File: config.mk
export PLATFORM = sky130hd
export DESIGN_NAME = psg_wt_bus_master
export DESIGN_NICKNAME = d
export VERILOG_FILES = /design/src/rtl/psg_wt_bus_master.sv
export SDC_FILE = /design/constraint.sdc
export NUM_CORES = 1
export LEC_CHECK = 0
export ABC_AREA = 1
export BUFFER_PORTS_ARGS = -buffer_cell sky130_fd_sc_hd__buf_2
export CORE_AREA = 4 4 107 109
export CTS_BUF_LIST = sky130_fd_sc_hd__clkbuf_4
export DETAILED_ROUTE_END_ITERATION = 16
export DIE_AREA = 0 0 111 113
export GPL_ROUTABILITY_DRIVEN = 0
export PLACE_DENSITY_LB_ADDON = 0.12
export SYNTH_ARGS = -nofsm -noshare
export SYNTH_HDL_FRONTEND = slang
export SYNTH_SLANG_ARGS = --single-unit
File: constraint.sdc
create_clock -name clk -period 1.96 [get_ports clk]
set_input_delay 0.098 -clock clk [delete_from_list [all_inputs] [get_ports clk]]
set_output_delay 0.098 -clock clk [all_outputs]
set_load 0.005 [all_outputs]
File: src/rtl/psg_wt_bus_master.sv
// PSG wave-table bus master: turns an arbiter grant into one system-bus read
// and returns the data to the granted channel with a one-hot valid pulse.
module psg_wt_bus_master #(
  parameter int AW  = 24,
  parameter int DW  = 16,
  parameter int TMO = 255
) (
  input  logic            clk,
  input  logic            rst,
  input  logic            ce,
  input  logic [7:0]      req_i,
  input  logic [7:0]      sel_i,
  input  logic [2:0]      seln_i,
  input  logic [8*AW-1:0] adr_i,
  output logic            arb_ack,
  output logic            cyc_o,
  output logic            stb_o,
  output logic [AW-1:0]   adr_o,
  input  logic            ack_i,
  input  logic [DW-1:0]   dat_i,
  output logic [DW-1:0]   dat_o,
  output logic [7:0]      dvalid,
  output logic            tout
);

  typedef enum logic [1:0] {IDLE, GRANT, BUS} state_t;

  // Terminal count of the bus watchdog; the counter starts at 0 on BUS entry.
  localparam logic [7:0] TERM = 8'(TMO - 1);

  state_t     st;
  logic [2:0] ch;
  logic [7:0] cnt;

  // Single FSM: arbitration handshake, bus cycle, watchdog, registered outputs.
  always_ff @(posedge clk) begin
    if (rst) begin
      st      <= IDLE;
      arb_ack <= 1'b1;
      cyc_o   <= 1'b0;
      stb_o   <= 1'b0;
      adr_o   <= '0;
      dat_o   <= '0;
      dvalid  <= '0;
      tout    <= 1'b0;
      ch      <= '0;
      cnt     <= '0;
    end else begin
      // dvalid and tout are single-clk pulses
      dvalid <= '0;
      tout   <= 1'b0;
      case (st)
        IDLE: begin
          arb_ack <= 1'b1;
          // The arbiter re-grants on this same ce&arb_ack, so sel/seln are
          // fresh by the time GRANT looks at them.
          if (ce && |req_i) begin
            st      <= GRANT;
            arb_ack <= 1'b0;
          end
        end
        GRANT: begin
          ch <= seln_i;
          // Guard against a withdrawn request or a stale owner held by the arbiter.
          if (sel_i[seln_i] && req_i[seln_i]) begin
            st    <= BUS;
            cyc_o <= 1'b1;
            stb_o <= 1'b1;
            adr_o <= adr_i[seln_i*AW +: AW];
            cnt   <= '0;
          end else begin
            st      <= IDLE;
            arb_ack <= 1'b1;
          end
        end
        BUS: begin
          // ack has priority over the watchdog terminal count
          if (ack_i) begin
            dat_o   <= dat_i;
            dvalid  <= 8'(1) << ch;
            cyc_o   <= 1'b0;
            stb_o   <= 1'b0;
            arb_ack <= 1'b1;
            st      <= IDLE;
          end else if (cnt == TERM) begin
            tout    <= 1'b1;
            cyc_o   <= 1'b0;
            stb_o   <= 1'b0;
            arb_ack <= 1'b1;
            st      <= IDLE;
          end else begin
            cnt <= cnt + 8'd1;
          end
        end
        default: begin
          st      <= IDLE;
          arb_ack <= 1'b1;
          cyc_o   <= 1'b0;
          stb_o   <= 1'b0;
        end
      endcase
    end
  end

endmodule

# Yosys cells after proc, flatten, opt, wreduce, memory -nomap -nowiden
# Index checks and enable logic that the tools add are counted.
# word_totals
register_bits,64
word_cells,62
input_bits,231
output_inout_bits,52
# classes
order_cmp,1
n_bitwise,3
muxes,23
addsub,1
n_shift,2
n_reduce_logical,13
n_mul,1
n_eq_ne,9
# op_table
op,n
variable part select 192 x 9 -> 24 bit,1
2-to-1 mux 8 bit,3
one-hot mux 8 bit (2 select lines),1
2-to-1 mux 1 bit,10
"!= test 2 bit, second input constant",5
"adder 8 x 1 -> 8 bit, second input constant",1
"== test 8 bit, second input constant",1
2-to-1 mux 2 bit,4
AND reduction 2 bit,4
OR reduction 8 bit,1
"left shift 1 x 3 -> 8 bit, first input constant",1
binary-select mux 1 bit (select 3 bit),2
one-hot mux 1 bit (3 select lines),2
one-hot mux 2 bit (3 select lines),1
OR reduction 3 bit,2
"multiplier 3 x 2 -> 5 bit, second input constant",1
"less-than comparator 3 x 4 -> 1 bit, second input constant",1
AND reduction 4 bit,1
"!= test 3 bit, second input constant",1
inverter 1 bit,3
AND reduction 3 bit,1
"== test 2 x 1 -> 1 bit, second input constant",1
"== test 2 bit, second input constant",1
logical AND 1 bit,2
other kinds (2),2

# Depth between registers and ports, before layout
# depth
ltp_word,5
mapped_depth,12

# Worst setup path after synthesis
# OpenSTA, ideal clock, no wires.
# synth_path
path_kind,register -> register
from,register cnt[0]
to,register cnt[2]
path_slack_ps,593
stages_incl_launch_ff,12
arrival_time_ps,1303
setup_ps,64
cell_sequence,dfxtp_1 inv_1 ha_1 nand2_1 inv_1 nand4_1 nand2_1 nor2_4 nand2_2 inv_2 nor2_1 nor2_1
# synth_via
elab_chain_cells,4
# synth_rtl
item,line,text
"start, declared",33,logic [7:0] cnt;
"start signal, assigned",92,cnt <= cnt + 8'd1;
adder 8 x 1 -> 8 bit,92,
2-to-1 mux 8 bit,85,end else if (cnt == TERM) begin
2-to-1 mux 8 bit,78,if (ack_i) begin
one-hot mux 8 bit (2 select lines),52,case (st)
# Parallel ways exist; a longest one is shown, timed or not. The select of a mux whose other input is x is not followed.
# A chain may end at the register's enable or synchronous reset.

# Worst setup path after layout
# layout_path
from,register cnt[0]
to,register arb_ack
# layout_via
elab_chain_cells,3
# layout_rtl
item,line,text
== test 8 bit,85,
!= test 3 bit (no line),-,
AND reduction 2 bit (no line),-,
"end signal, assigned",83,arb_ack <= 1'b1;
"end signal, assigned",89,arb_ack <= 1'b1;
"end signal, assigned",97,arb_ack <= 1'b1;
"end, declared",15,"output logic arb_ack,"
# No other way between the ends.

==> results.rst <==
.. list-table::
   :header-rows: 1

   * - Metric
     - Value
   * - Placed cell count
     - 1095
   * - Synthesized netlist cell count
     - slightly above 700
   * - Crit Path Max Fanout
     - 8
   * - Starting DRT DRC Count
     - approximately 260
   * - PortBufs
     - around 280
   * - Finished layout cell area
     - between 6000 and 7000 µm²
   * - F_max
     - 626 MHz
   * - Total Wirelength
     - 17.1 mm
   * - Final clock period utilization by the worst path
     - 81.5%
   * - DR vias
     - 5611
   * - Core footprint
     - around 11000 µm²
   * - DRC violation count after routing
     - 0
   * - Clock transition at the registers of the reported paths
     - 0.12 ns
   * - Synth Cell Area
     - between 4000 and 5000 µm²
   * - Total Nets Final
     - 1217
   * - Normalized max-slew margin
     - 60.9%
   * - Critical Path Source Type
     - flip-flop
   * - Status
     - complete, no violations
   * - Most common library cell in the layout ignoring fill and taps
     - sky130_fd_sc_hd__buf_2
   * - # rows
     - 38
   * - Later-pin clock latency in the skew report
     - ~0.40 ns
   * - Power density relative to cell area
     - about 550 nW/µm²
   * - Die boundary height
     - 113 µm
   * - Count of endpoints failing setup in the final report
     - 0
   * - Worst clock skew
     - 0.0136 ns
   * - RSZ-0062 raised after global routing
     - false
   * - Number of synthesized register bits
     - 64
   * - TritonCTS clock tree
     - yes
   * - Antenna violations before repair
     - 1
   * - Number of unique standard cell types used by synthesis
     - 28
   * - Share of layout cells above drive strength 1
     - 33.1%
   * - Sequential fraction of the synthesis area
     - 30.1%
   * - Floorplan die width
     - 111 µm
   * - Final Hold Fails
     - 0
   * - Final standard cell count with taps included and fillers excluded
     - between 1000 and 1500
   * - Routed length per instance
     - 15.1 µm
   * - Critical Path Sink Type
     - flip-flop
   * - Max cap viols
     - 0
   * - Signed area change from the synthesized netlist to the final layout
     - 42.5%
   * - Root Buffer
     - sky130_fd_sc_hd__clkbuf_4
   * - Filler cell count
     - 1104
   * - Residual antenna-violating net count after detailed routing
     - 0
   * - Reg2Reg Setup Slack
     - between 0.3 and 0.4 ns
   * - Detailed-route vias per instance
     - 4.97
   * - Share of the core filled with cells
     - 57.2%
   * - Total count of max-transition violations in the final report
     - 0
   * - Depth of the worst register-to-register path
     - 11
   * - Total Die Area
     - between 10000 and 15000 µm²
   * - Worst Setup Path Type
     - flip-flop to flip-flop
   * - Number of warnings printed during yosys synthesis
     - 0
   * - Pin count of the biggest net entering global routing
     - 97
   * - Number of clock sinks seen by CTS
     - 64
   * - Final setup TNS
     - 0 ns
   * - GRT Residual Overflow
     - 0
   * - Hold Worst Slack
     - 0.138 ns
   * - Syn Nets
     - approximately 950
   * - Global-route usage over all layers
     - 25.9%
   * - Setup bufs post-CTS
     - 0
   * - WHS Path Cells
     - 3
   * - Clock period minus final worst setup slack
     - approximately 1.6 ns
   * - CTS HTree Levels
     - 3
   * - Total leakage power
     - about 2.9 nW
   * - Wire length of the first global-routing pass
     - between 20 and 30 mm
   * - Vias in the first global route
     - 5126
   * - Total half-perimeter wirelength after legalization and detailed placement
     - around 13 mm
   * - Instance area after placement
     - 5720 µm²
   * - Detailed-router iteration count before antenna repair
     - 5
   * - Worst IR Drop VDD
     - roughly 0.48 mV
   * - Avg Inst Size Synth
     - 5.98 µm²
   * - Most frequent cells in the layout
     - sky130_fd_sc_hd__buf_2 (282), sky130_fd_sc_hd__nor2_1 (203), sky130_fd_sc_hd__nand2_1 (138)
   * - Required time at the worst-slack endpoint
     - 2.28 ns
   * - Starting utilization of the core area
     - between 40% and 50%
   * - Clock buffers created by TritonCTS
     - 9
   * - Path category of the worst min-delay check
     - input port to flip-flop
   * - Buffer levels on the longest clock path
     - 2
   * - Worst Tran Pin Value
     - between 0.5 and 0.6 ns
   * - Boundary Pins
     - 283
   * - Arrival time of data at the critical path endpoint
     - 1.92 ns
==> kinds of logic (layout without fill, tap and decap cells) <==
kind of cell	count (synthesis)	after routing	synth area share [%]
AND/OR/NAND/NOR	402	402	38.2
AO/OA/AOI/OAI	173	173	23.2
buffers and inverters	71	348	7.91
flip-flops	64	64	30.1
adder cells (fa/ha/maj)	2	2	0.588
other	0	1	0
==> Yosys cell counts <==
master | number | share of area, %
sky130_fd_sc_hd__nor2_2 | 10 | 1.5
sky130_fd_sc_hd__nor2_4 | 2 | 0.53
sky130_fd_sc_hd__ha_1 | 2 | 0.59
sky130_fd_sc_hd__nand2_2 | 1 | 0.15
sky130_fd_sc_hd__o211ai_1 | 48 | 8.5
sky130_fd_sc_hd__nand3_2 | 1 | 0.24
sky130_fd_sc_hd__clkbuf_1 | 24 | 2.1
sky130_fd_sc_hd__nor3_1 | 9 | 1.1
sky130_fd_sc_hd__buf_2 | 18 | 2.1
sky130_fd_sc_hd__inv_4 | 1 | 0.15
sky130_fd_sc_hd__clkinv_1 | 1 | 0.088
sky130_fd_sc_hd__buf_1 | 1 | 0.088
sky130_fd_sc_hd__nor2_1 | 203 | 18
sky130_fd_sc_hd__nand2_1 | 138 | 12
sky130_fd_sc_hd__nor3b_1 | 1 | 0.18
sky130_fd_sc_hd__nor4_1 | 3 | 0.44
sky130_fd_sc_hd__or2_2 | 1 | 0.15
sky130_fd_sc_hd__dfxtp_1 | 64 | 30
sky130_fd_sc_hd__nand3_1 | 31 | 3.6
sky130_fd_sc_hd__buf_8 | 1 | 0.35
sky130_fd_sc_hd__nand3b_1 | 1 | 0.18
sky130_fd_sc_hd__inv_2 | 3 | 0.26
sky130_fd_sc_hd__buf_6 | 3 | 0.79
sky130_fd_sc_hd__inv_1 | 16 | 1.4
sky130_fd_sc_hd__nand4_1 | 1 | 0.15
sky130_fd_sc_hd__o21ai_0 | 101 | 12
sky130_fd_sc_hd__buf_4 | 3 | 0.53
sky130_fd_sc_hd__a21oi_1 | 24 | 2.8
==> path summary, 6_finish.rpt <==
check / start / to
worst max-delay path: cnt[0]$_SDFFE_PP0P_ / arb_ack$_SDFFE_PP1P_
worst min-delay path: rst / dat_o[1]$_SDFFE_PP0P_
worst max register to register: cnt[0]$_SDFFE_PP0P_ / arb_ack$_SDFFE_PP1P_
worst min register to register: dat_o[0]$_SDFFE_PP0P_ / dat_o[0]$_SDFFE_PP0P_
==> registers in the layout, summed over array words and instances (netlist names) <==
name     flops
adr_o       24
arb_ack      1
ch           3
cnt          8
dat_o       16
dvalid       8
st           2
stb_o        1
tout         1
==> layer usage <==
metal	track usage, %	share of wire (%)
met5	0	0
met4	7.06	1.8
met3	5.83	7.3
met2	46.1	51
met1	31.6	40
==> repair_timing <==
item,4_1_cts,5_1_grt
hold endpoints to repair,18,0
endpoints found under the setup margin,0,0
gates resized for setup,0,0
hold buffers,18,0
==> final cells by class <==
cell class,count,area (µm²),area share [%]
multi-input cells,577,2640,43.5
repair buffers,311,1720,28.4
flip-flops and latches,64,1280,21.1
well taps,140,175,2.89
clock inverters,7,95.1,1.57
inverters,21,81.3,1.34
clock buffers,9,67.6,1.11
diodes,1,2.50,0.0413
==> worst max-delay path, cell delays in order (launching register included) <==
cell	delay [ns]
sky130_fd_sc_hd__dfxtp_1	0.39
sky130_fd_sc_hd__inv_1	0.07
sky130_fd_sc_hd__ha_1	0.19
sky130_fd_sc_hd__nand2_1	0.06
sky130_fd_sc_hd__inv_1	0.04
sky130_fd_sc_hd__nand4_1	0.08
sky130_fd_sc_hd__nand2_1	0.08
sky130_fd_sc_hd__nor2_4	0.20
sky130_fd_sc_hd__nand2_2	0.15
sky130_fd_sc_hd__inv_2	0.14
sky130_fd_sc_hd__nand2_1	0.06
sky130_fd_sc_hd__nand3_1	0.06
==> report_power, final <==
group	internal, mW	switching, mW
Sequential	1.36	0.0455
Clock	0.517	0.506
Combinational	0.411	0.489
Total	2.29	1.04
==> through the flow <==
step / setup WS, ns / power, mW
final: 0.362 / 3.33
after global routing: 0.124 / 3.56
after CTS: 0.347 / 3.37
after detailed placement: 0.367 / 2.30
after global placement: 0.359 / 2.30
after floorplan: 0.593 / 1.91
Power figures use the tool's default switching activity.
